==> config.mk <==
export PLATFORM = sky130hd
export DESIGN_NAME = covariance_unit
export DESIGN_NICKNAME = d
export VERILOG_FILES = /design/src/rtl/covariance_unit_pkg.sv /design/src/rtl/covariance_unit_mac.sv /design/src/rtl/covariance_unit.sv
export SDC_FILE = /design/constraint.sdc
export NUM_CORES = 2
export LEC_CHECK = 0
export BUFFER_PORTS_ARGS = -buffer_cell sky130_fd_sc_hd__buf_2
export CORE_MARGIN = 2
export CORE_UTILIZATION = 50
export CTS_CLUSTER_SIZE = 40
export DETAILED_ROUTE_END_ITERATION = 12
export GPL_ROUTABILITY_DRIVEN = 0
export GPL_TIMING_DRIVEN = 0
export PLACE_DENSITY = 0.66
export SLEW_MARGIN = 40
export SYNTH_ARGS = -nofsm -noshare
export SYNTH_HDL_FRONTEND = slang
export SYNTH_SLANG_ARGS = --single-unit
==> constraint.sdc <==
create_clock -name CLK_cov -period 9.9 [get_ports CLK_cov]
set_clock_uncertainty 0.05 [all_clocks]
set_input_delay 1.485 -clock CLK_cov [delete_from_list [all_inputs] [get_ports CLK_cov]]
set_output_delay 1.485 -clock CLK_cov [all_outputs]
set_load 0.1 [all_outputs]
==> src/rtl/covariance_unit_pkg.sv <==
// Sizing defaults and FSM encoding shared by the covariance unit.
package covariance_unit_pkg;

    localparam int N_SAMPLES = 128;
    localparam int LOG2_N    = $clog2(N_SAMPLES);
    localparam int DATA_W    = 16;
    localparam int ACC_W     = 2 * DATA_W + LOG2_N;

    typedef enum logic [2:0] {
        S_IDLE  = 3'd0,
        S_ACC   = 3'd1,
        S_DRAIN = 3'd2,
        S_SCALE = 3'd3,
        S_DONE  = 3'd4
    } state_e;

endpackage

==> src/rtl/covariance_unit_mac.sv <==
// Signed multiply, product register and accumulator for one covariance term.
module cov_mac
    import covariance_unit_pkg::*;
#(
    parameter int DW = DATA_W,
    parameter int AW = ACC_W
) (
    input  logic                 clk_i,
    input  logic                 clr_i,
    input  logic                 en_i,
    input  logic signed [DW-1:0] a_i,
    input  logic signed [DW-1:0] b_i,
    output logic signed [AW-1:0] acc_o
);

    localparam int PW = 2 * DW;

    logic signed [PW-1:0] prod_q, prod_d;
    logic signed [AW-1:0] acc_q, acc_d;
    logic                 pv_q, pv_d;

    // Product lands one cycle after en_i, accumulated the cycle after.
    always_comb begin
        prod_d = prod_q;
        pv_d   = en_i;
        acc_d  = acc_q;
        if (en_i) begin
            prod_d = PW'(a_i) * PW'(b_i);
        end
        if (pv_q) begin
            acc_d = acc_q + AW'(prod_q);
        end
    end

    always_ff @(posedge clk_i) begin
        if (clr_i) begin
            prod_q <= '0;
            pv_q   <= 1'b0;
            acc_q  <= '0;
        end else begin
            prod_q <= prod_d;
            pv_q   <= pv_d;
            acc_q  <= acc_d;
        end
    end

    assign acc_o = acc_q;

endmodule

==> src/rtl/covariance_unit.sv <==
// Frame-based covariance of two centered channels: E[x1^2], E[x1*x2], E[x2^2].
module covariance_unit #(
    parameter int N_SAMPLES = covariance_unit_pkg::N_SAMPLES,
    parameter int DATA_W    = covariance_unit_pkg::DATA_W
) (
    input  logic                     CLK_cov,
    input  logic                     GO_cov,
    input  logic                     En_cov,
    input  logic signed [DATA_W-1:0] x1,
    input  logic signed [DATA_W-1:0] x2,
    output logic                     COV_busy,
    output logic                     COV_done,
    output logic signed [2*DATA_W-1:0] c11,
    output logic signed [2*DATA_W-1:0] c12,
    output logic signed [2*DATA_W-1:0] c22
);
    import covariance_unit_pkg::*;

    localparam int LG = $clog2(N_SAMPLES);
    localparam int AW = 2 * DATA_W + LG;
    localparam int PW = 2 * DATA_W;

    state_e state_q, state_d;

    logic [LG-1:0]            cnt_q, cnt_d;
    logic                     wrap_q, wrap_d;
    logic                     v_q, v_d;
    logic signed [DATA_W-1:0] x1_q, x1_d, x2_q, x2_d;
    logic signed [PW-1:0]     c11_q, c11_d, c12_q, c12_d, c22_q, c22_d;
    logic signed [AW-1:0]     a11, a12, a22;
    logic                     accept, clr;

    assign clr = !GO_cov;

    // Once the last pair is taken, ACC lingers a cycle but accepts nothing.
    assign accept = En_cov &&
        (state_q == S_IDLE || (state_q == S_ACC && !wrap_q));

    always_ff @(posedge CLK_cov) begin
        if (!GO_cov) begin
            state_q <= S_IDLE;
        end else begin
            state_q <= state_d;
        end
    end

    always_comb begin
        state_d = state_q;
        unique case (state_q)
            S_IDLE:  if (En_cov) state_d = S_ACC;
            S_ACC:   if (wrap_q) state_d = S_DRAIN;
            S_DRAIN: state_d = S_SCALE;
            S_SCALE: state_d = S_DONE;
            default: state_d = state_q;
        endcase
    end

    always_comb begin
        COV_busy = 1'b0;
        COV_done = 1'b0;
        unique case (state_q)
            S_ACC, S_DRAIN, S_SCALE: COV_busy = 1'b1;
            S_DONE:                  COV_done = 1'b1;
            default: ;
        endcase
    end

    always_comb begin
        cnt_d  = cnt_q;
        wrap_d = wrap_q;
        v_d    = accept;
        x1_d   = x1_q;
        x2_d   = x2_q;
        c11_d  = c11_q;
        c12_d  = c12_q;
        c22_d  = c22_q;
        if (accept) begin
            cnt_d = cnt_q + LG'(1);
            x1_d  = x1;
            x2_d  = x2;
            if (cnt_q == '1) wrap_d = 1'b1;
        end
        if (state_q == S_SCALE) begin
            c11_d = PW'(a11 >>> LG);
            c12_d = PW'(a12 >>> LG);
            c22_d = PW'(a22 >>> LG);
        end
    end

    always_ff @(posedge CLK_cov) begin
        if (!GO_cov) begin
            cnt_q  <= '0;
            wrap_q <= 1'b0;
            v_q    <= 1'b0;
            x1_q   <= '0;
            x2_q   <= '0;
            c11_q  <= '0;
            c12_q  <= '0;
            c22_q  <= '0;
        end else begin
            cnt_q  <= cnt_d;
            wrap_q <= wrap_d;
            v_q    <= v_d;
            x1_q   <= x1_d;
            x2_q   <= x2_d;
            c11_q  <= c11_d;
            c12_q  <= c12_d;
            c22_q  <= c22_d;
        end
    end

    cov_mac #(.DW(DATA_W), .AW(AW)) u_m11 (
        .clk_i(CLK_cov), .clr_i(clr), .en_i(v_q),
        .a_i(x1_q), .b_i(x1_q), .acc_o(a11)
    );

    cov_mac #(.DW(DATA_W), .AW(AW)) u_m12 (
        .clk_i(CLK_cov), .clr_i(clr), .en_i(v_q),
        .a_i(x1_q), .b_i(x2_q), .acc_o(a12)
    );

    cov_mac #(.DW(DATA_W), .AW(AW)) u_m22 (
        .clk_i(CLK_cov), .clr_i(clr), .en_i(v_q),
        .a_i(x2_q), .b_i(x2_q), .acc_o(a22)
    );

    assign c11 = c11_q;
    assign c12 = c12_q;
    assign c22 = c22_q;

endmodule

### Word-level counts from Yosys, hierarchy flattened

Index checks and enable logic that the tools add are counted.

| storage, ports and cells | value |
|---|---|
| register bits | 354 |
| bits of input ports | 35 |

| cells by class | value |
|---|---|
| add/subtract/negate cells | 4 |
| $mul | 3 |
| equality and inequality tests | 7 |
| mux-type cells | 5 |
| reductions and logical operators | 9 |

Operators by type and width:

| cell | count |
|---|---|
| $add A39 B32 Y39 | 3 |
| $mul A16 B16 Y32 | 3 |
| $pmux W3 S4 | 1 |
| $add A7 B1 Y7 const B | 1 |
| $eq A7 B7 Y1 const B | 1 |
| $eq A3 B2 Y1 const B | 2 |
| $mux W3 | 2 |
| $ne A2 B2 Y1 const B | 2 |
| $reduce_bool A4 Y1 | 1 |
| $eq A3 B1 Y1 const B | 1 |
| $eq A3 B3 Y1 const B | 1 |
| $logic_not A3 Y1 | 1 |
| $reduce_and A3 Y1 | 1 |
| $reduce_or A3 Y1 | 1 |
| $logic_and A1 B1 Y1 | 2 |
| $mux W1 | 2 |
| $reduce_and A2 Y1 | 1 |
| $logic_not A1 Y1 | 1 |
| $logic_or A1 B1 Y1 | 1 |

### Longest topological paths before layout

| depth | value |
|---|---|
| depth in word-level cells | 5 |
| gate-level depth with buffers | 25 |

### Hierarchy

Synthesis repeated with hierarchy kept, for this count alone.

| unflattened totals | value |
|---|---|
| cell total of the unflattened synthesis | 5639 |
| area, all modules | 48660.4 µm² |

Modules (own cells, without submodules):

| module | instances | cells an instance | area each (µm²) | seq. area each (µm²) |
|---|---|---|---|---|
| cov_mac (u_m11) | 1 | 1666 | 14582.7 | 1441.4 |
| cov_mac (u_m22) | 1 | 1666 | 14516.4 | 1441.4 |
| cov_mac (u_m12) | 1 | 1674 | 14515.2 | 1441.4 |
| covariance_unit | 1 | 633 | 5046.1 | 2802.7 |

### Worst setup path before layout

No wires, ideal clock.

| timing path | value |
|---|---|
| path type | register to register |
| from | register x1_q[15] |
| to | register u_m12.prod_q[31] |
| setup time | 0.074 ns |
| data arrival time | 6.576 ns |
| setup slack | 3.199 ns |
| cell stages (with the launch flop) | 22 |
| buffers on the path | 2 |
| cells stage by stage | dfxtp_1 > inv_1 > clkbuf_1 > buf_1 > nor2_1 > fa_1 > fa_1 > fa_1 > fa_1 > fa_1 > inv_1 > fa_1 > inv_1 > ha_1 > nand4_1 > or3_1 > o211ai_1 > nand4_1 > a41oi_1 > a21oi_1 > or3_1 > a31oi_1 |

| on the way | value |
|---|---|
| cells in the longest elaborated chain, start to end | 1 |

Ends and longest elaborated chain:

| item | RTL line | source |
|---|---|---|
| start, declared | covariance_unit.sv:28 | `logic signed [DATA_W-1:0] x1_q, x1_d, x2_q, x2_d;` |
| start signal, assigned | covariance_unit.sv:95 | `x1_q <= '0;` |
| start signal, assigned | covariance_unit.sv:104 | `x1_q <= x1_d;` |
| $mul A16 B16 Y32 | covariance_unit_mac.sv:28 | `prod_d = PW'(a_i) * PW'(b_i);` |
| end signal, assigned | covariance_unit_mac.sv:41 | `prod_q <= prod_d;` |
| end, declared | covariance_unit_mac.sv:18 | `logic signed [PW-1:0] prod_q, prod_d;` |

No other way between the ends.
A chain may end at the register's enable or synchronous reset.

### Worst setup path in the final report

Ends and elaborated chain as after synthesis.

==> out/results.txt <==
RSZ-0062 raised after global routing -> false
First-pass GRT wire length -> 213000 um
Most used cell, CP -> fa_1
Most common cell after layout, fill and taps aside -> inv_1
Top cell type's share of synthesized area -> 32.1%
HP Start -> c11[10]
Worst setup startpoint -> x1_q[15]
LEAKAGE -> 24.6 nW
Routed vias -> 36900
Drt wl/cell -> 20.9 um
CTS Hold Bufs -> 0
WL final -> 138000 um
Port Buffers -> 131
Synth Flop Type -> dfxtp_1
Seq/Total Area, Yosys -> 15.5%
Clock sinks -> 352
CP Launch Type -> flip-flop
Crit path cell chain -> inv_1 > clkbuf_1 > buf_1 > nor2_1 > fa_1 > fa_1 > fa_1 > fa_1 > fa_1 > inv_1 > fa_1 > inv_1 > ha_1 > nand4_1 > or3_1 > o211ai_1 > nand4_1 > a41oi_1 > a21oi_1 > or3_1 > a31oi_1
Post-CTS Setup Bufs -> 0
Max VDD drop -> 129 uV
DRT Pass-1 Iters -> 6
Met1 usage -> 38.7%
CP bufs+invs -> 5
Post-route minimum period -> 8.32 ns
WP data required -> 10.35 ns
CP max FO -> 10
Post-synthesis instance total -> 5229
Hold Crit Class -> flip-flop to flip-flop
Core area -> 90000 sq um
Endpoints failing hold -> 0
CTS max path bufs -> 3
Starting Density -> 50.5%
Vias in the first global route -> 37400
Detail Route Antenna Nets -> 0
Sw Pwr -> 0.00195 W
Post-cts resize count -> 0
I/O Pins -> 133
Most frequent cells in the layout -> inv_1 (950), fa_1 (729), nand2_1 (650), nor2_1 (397), ha_1 (385)
Syn Nets -> 6378
Cell count after placement -> 6538
Initial DRC count -> 2915
Vias per cell -> 5.57
Sw frac -> 38.3%
TritonCTS clock tree -> built
Total gr overflow -> 0
Worst R2R Start -> x1_q[15]
Clock transition at path regs -> 0.06 ns
Slew of the pin with the lowest slew margin -> 0.975 ns
Pwr Density -> 104 nW/um^2
WS Path Type -> flip-flop to flip-flop
Synth Register Bits -> 352
Layout cells sized above 1 -> 5.28%
Pwr Total -> 0.00511 W
Mapped Area -> 45400 sq um
TNS Setup -> 0 ns
Row cnt -> 110
Internal power -> 0.00315 W
Ys Warns -> 0
Synth top area cells -> fa_1 (32%), dfxtp_1 (16%), ha_1 (11%)
Average size of a mapped cell -> 8.69 sq um
Full die area -> 93300 sq um
Part of the power in registers -> 30.3%
Clk Latency, worst-skew pair -> 0.59 ns
Post-DP HPWL -> 111000 um
Slowest stage delay, CP -> 0.93 ns
Die width -> 305 um
Tcrit/Tclk final -> 84.1%
Comb pwr share -> 37.0%
Worst EP arrival -> 8.78 ns
Initial antenna violation count -> 5
Clk Tree Root Cell -> clkbuf_16
Post-synth EDFFs -> 0
Rel. slew slack -> 35.0%
Top Family by Delay on Critical Path -> adder cells
Fmax -> 120 MHz
Largest net degree at the start of global routing -> 15
Max-cap viol count -> 0
Final nets -> 6556
Synth async-reset ratio -> 0%
Htree depth -> 2
Worst path slowest cell -> fa_1
Synth cell types -> 85
Clock buffer count from CTS -> 42
Post-route insts no fill -> 6616
Slew Viols, Final -> 0
Final Setup Violations -> 0
Grt peak-use layer -> met2
Leading area contributor after synthesis -> fa_1
Global routing usage on met2 -> 48.6%
GRT Overall Usage -> 29.8%
DRC -> 0
Crit. End Element -> flip-flop
Status -> finished, final reports clean
Clk pwr share -> 32.7%
Synth-to-layout area growth -> 8.15%
Met3 Usage GRT -> 4.31%
WHS -> 0.399 ns
Die Ht -> 305 um
Placed inst area -> 47600 sq um
Post-route cell area -> 49100 sq um
-- flip-flops by register name, summed over array words and instances (netlist names) --
name,cells
u_m11.acc_o,39
u_m12.acc_o,39
u_m22.acc_o,39
c11,32
c12,32
c22,32
u_m12.prod_q,32
u_m11.prod_q,31
u_m22.prod_q,31
x1_q,16
x2_q,16
cnt_q,7
state_q,3
u_m12.pv_q,1
v_q,1
wrap_q,1
-- worst reg2reg max path, stage by stage (launching register included) --
cell and delay [ns]:
dfxtp_1 0.44, inv_1 0.16, clkbuf_1 0.62, buf_1 0.73, nor2_1 0.20, fa_1 0.64, fa_1 0.94, fa_1 0.54
fa_1 0.51, fa_1 0.50, inv_1 0.05, fa_1 0.54, inv_1 0.06, ha_1 0.36, nand4_1 0.16, or3_1 0.37
o211ai_1 0.28, nand4_1 0.13, a41oi_1 0.32, a21oi_1 0.14, or3_1 0.35, a31oi_1 0.16
-- power by group through the flow --
stage          Combinational, W  Sequential (W)  Clock, W
3_5_place_dp            0.00187         0.00158         0
4_1_cts                 0.00188         0.00155   0.00169
5_1_grt                 0.00209         0.00155   0.00175
3_3_place_gp            0.00184         0.00158         0
6_report                0.00189         0.00155   0.00167
2_1_floorplan           0.00129         0.00154         0
-- final cells by class --
| class | count | area (sq um) |
|---|---|---|
| clock buffers | 51 | 1120 |
| multi-input cells | 3696 | 33900 |
| repair buffers | 134 | 702 |
| clock inverters | 24 | 344 |
| flip-flops and latches | 352 | 7050 |
| plain buffers | 221 | 882 |
| inverters | 960 | 3600 |
| well taps | 1176 | 1470 |
| diodes | 2 | 5.00 |
| fillers | 8444 | 40900 |
-- cell usage after synthesis (26+ instances only) --
cell and count:
inv_1 950, fa_1 729, nand2_1 650, nor2_1 398, ha_1 385, dfxtp_1 352
a21oi_1 299, clkbuf_1 195, xnor2_1 153, and2_1 149, mux2i_1 119, nand3_1 96
o21ai_0 96, a21o_1 95, xor2_1 47, a211oi_1 46, nor3_1 39, nand4_1 27
a31oi_1 26, o21bai_1 26
-- cell families (layout without fill, tap and decap cells) --
logic type                 count (synthesis)  in the layout  share of synthesized area (%)
and+or+nand+nor                         1485           1485                           14.5
buffers and inverters                   1181           1390                           9.77
adders and majority gates               1114           1114                           42.7
AOI/OAI and AO/OA                        775            775                           10.9
DFF                                      352            352                           15.5
xor gates and xnor gates                 200            200                           3.86
muxes                                    122            122                           2.70
other                                      0              2                              0
-- stage by stage --
step	util (%)	worst slack [ns]
floorplan	-	3.20
global placement	52.8	1.71
detailed placement	52.9	1.73
finish	54.6	1.58
CTS	54.5	1.67
global route	54.6	1.27
-- final timing paths --
check / to / slack [ns] / cells after the start
hold reg to reg: c11[10] / 0.40 / 2
setup / recovery: u_m12.prod_q[31] / 1.58 / 21
setup reg to reg: u_m12.prod_q[31] / 1.58 / 21
hold / removal: c11[10] / 0.40 / 2
-- per-layer routing --
layer	wire, um	up-vias
met4	8300	0
met5	0	-
li1	-	16900
met1	55300	18400
met2	65000	1245
met3	9610	367
(Power assumes the default switching activity.)
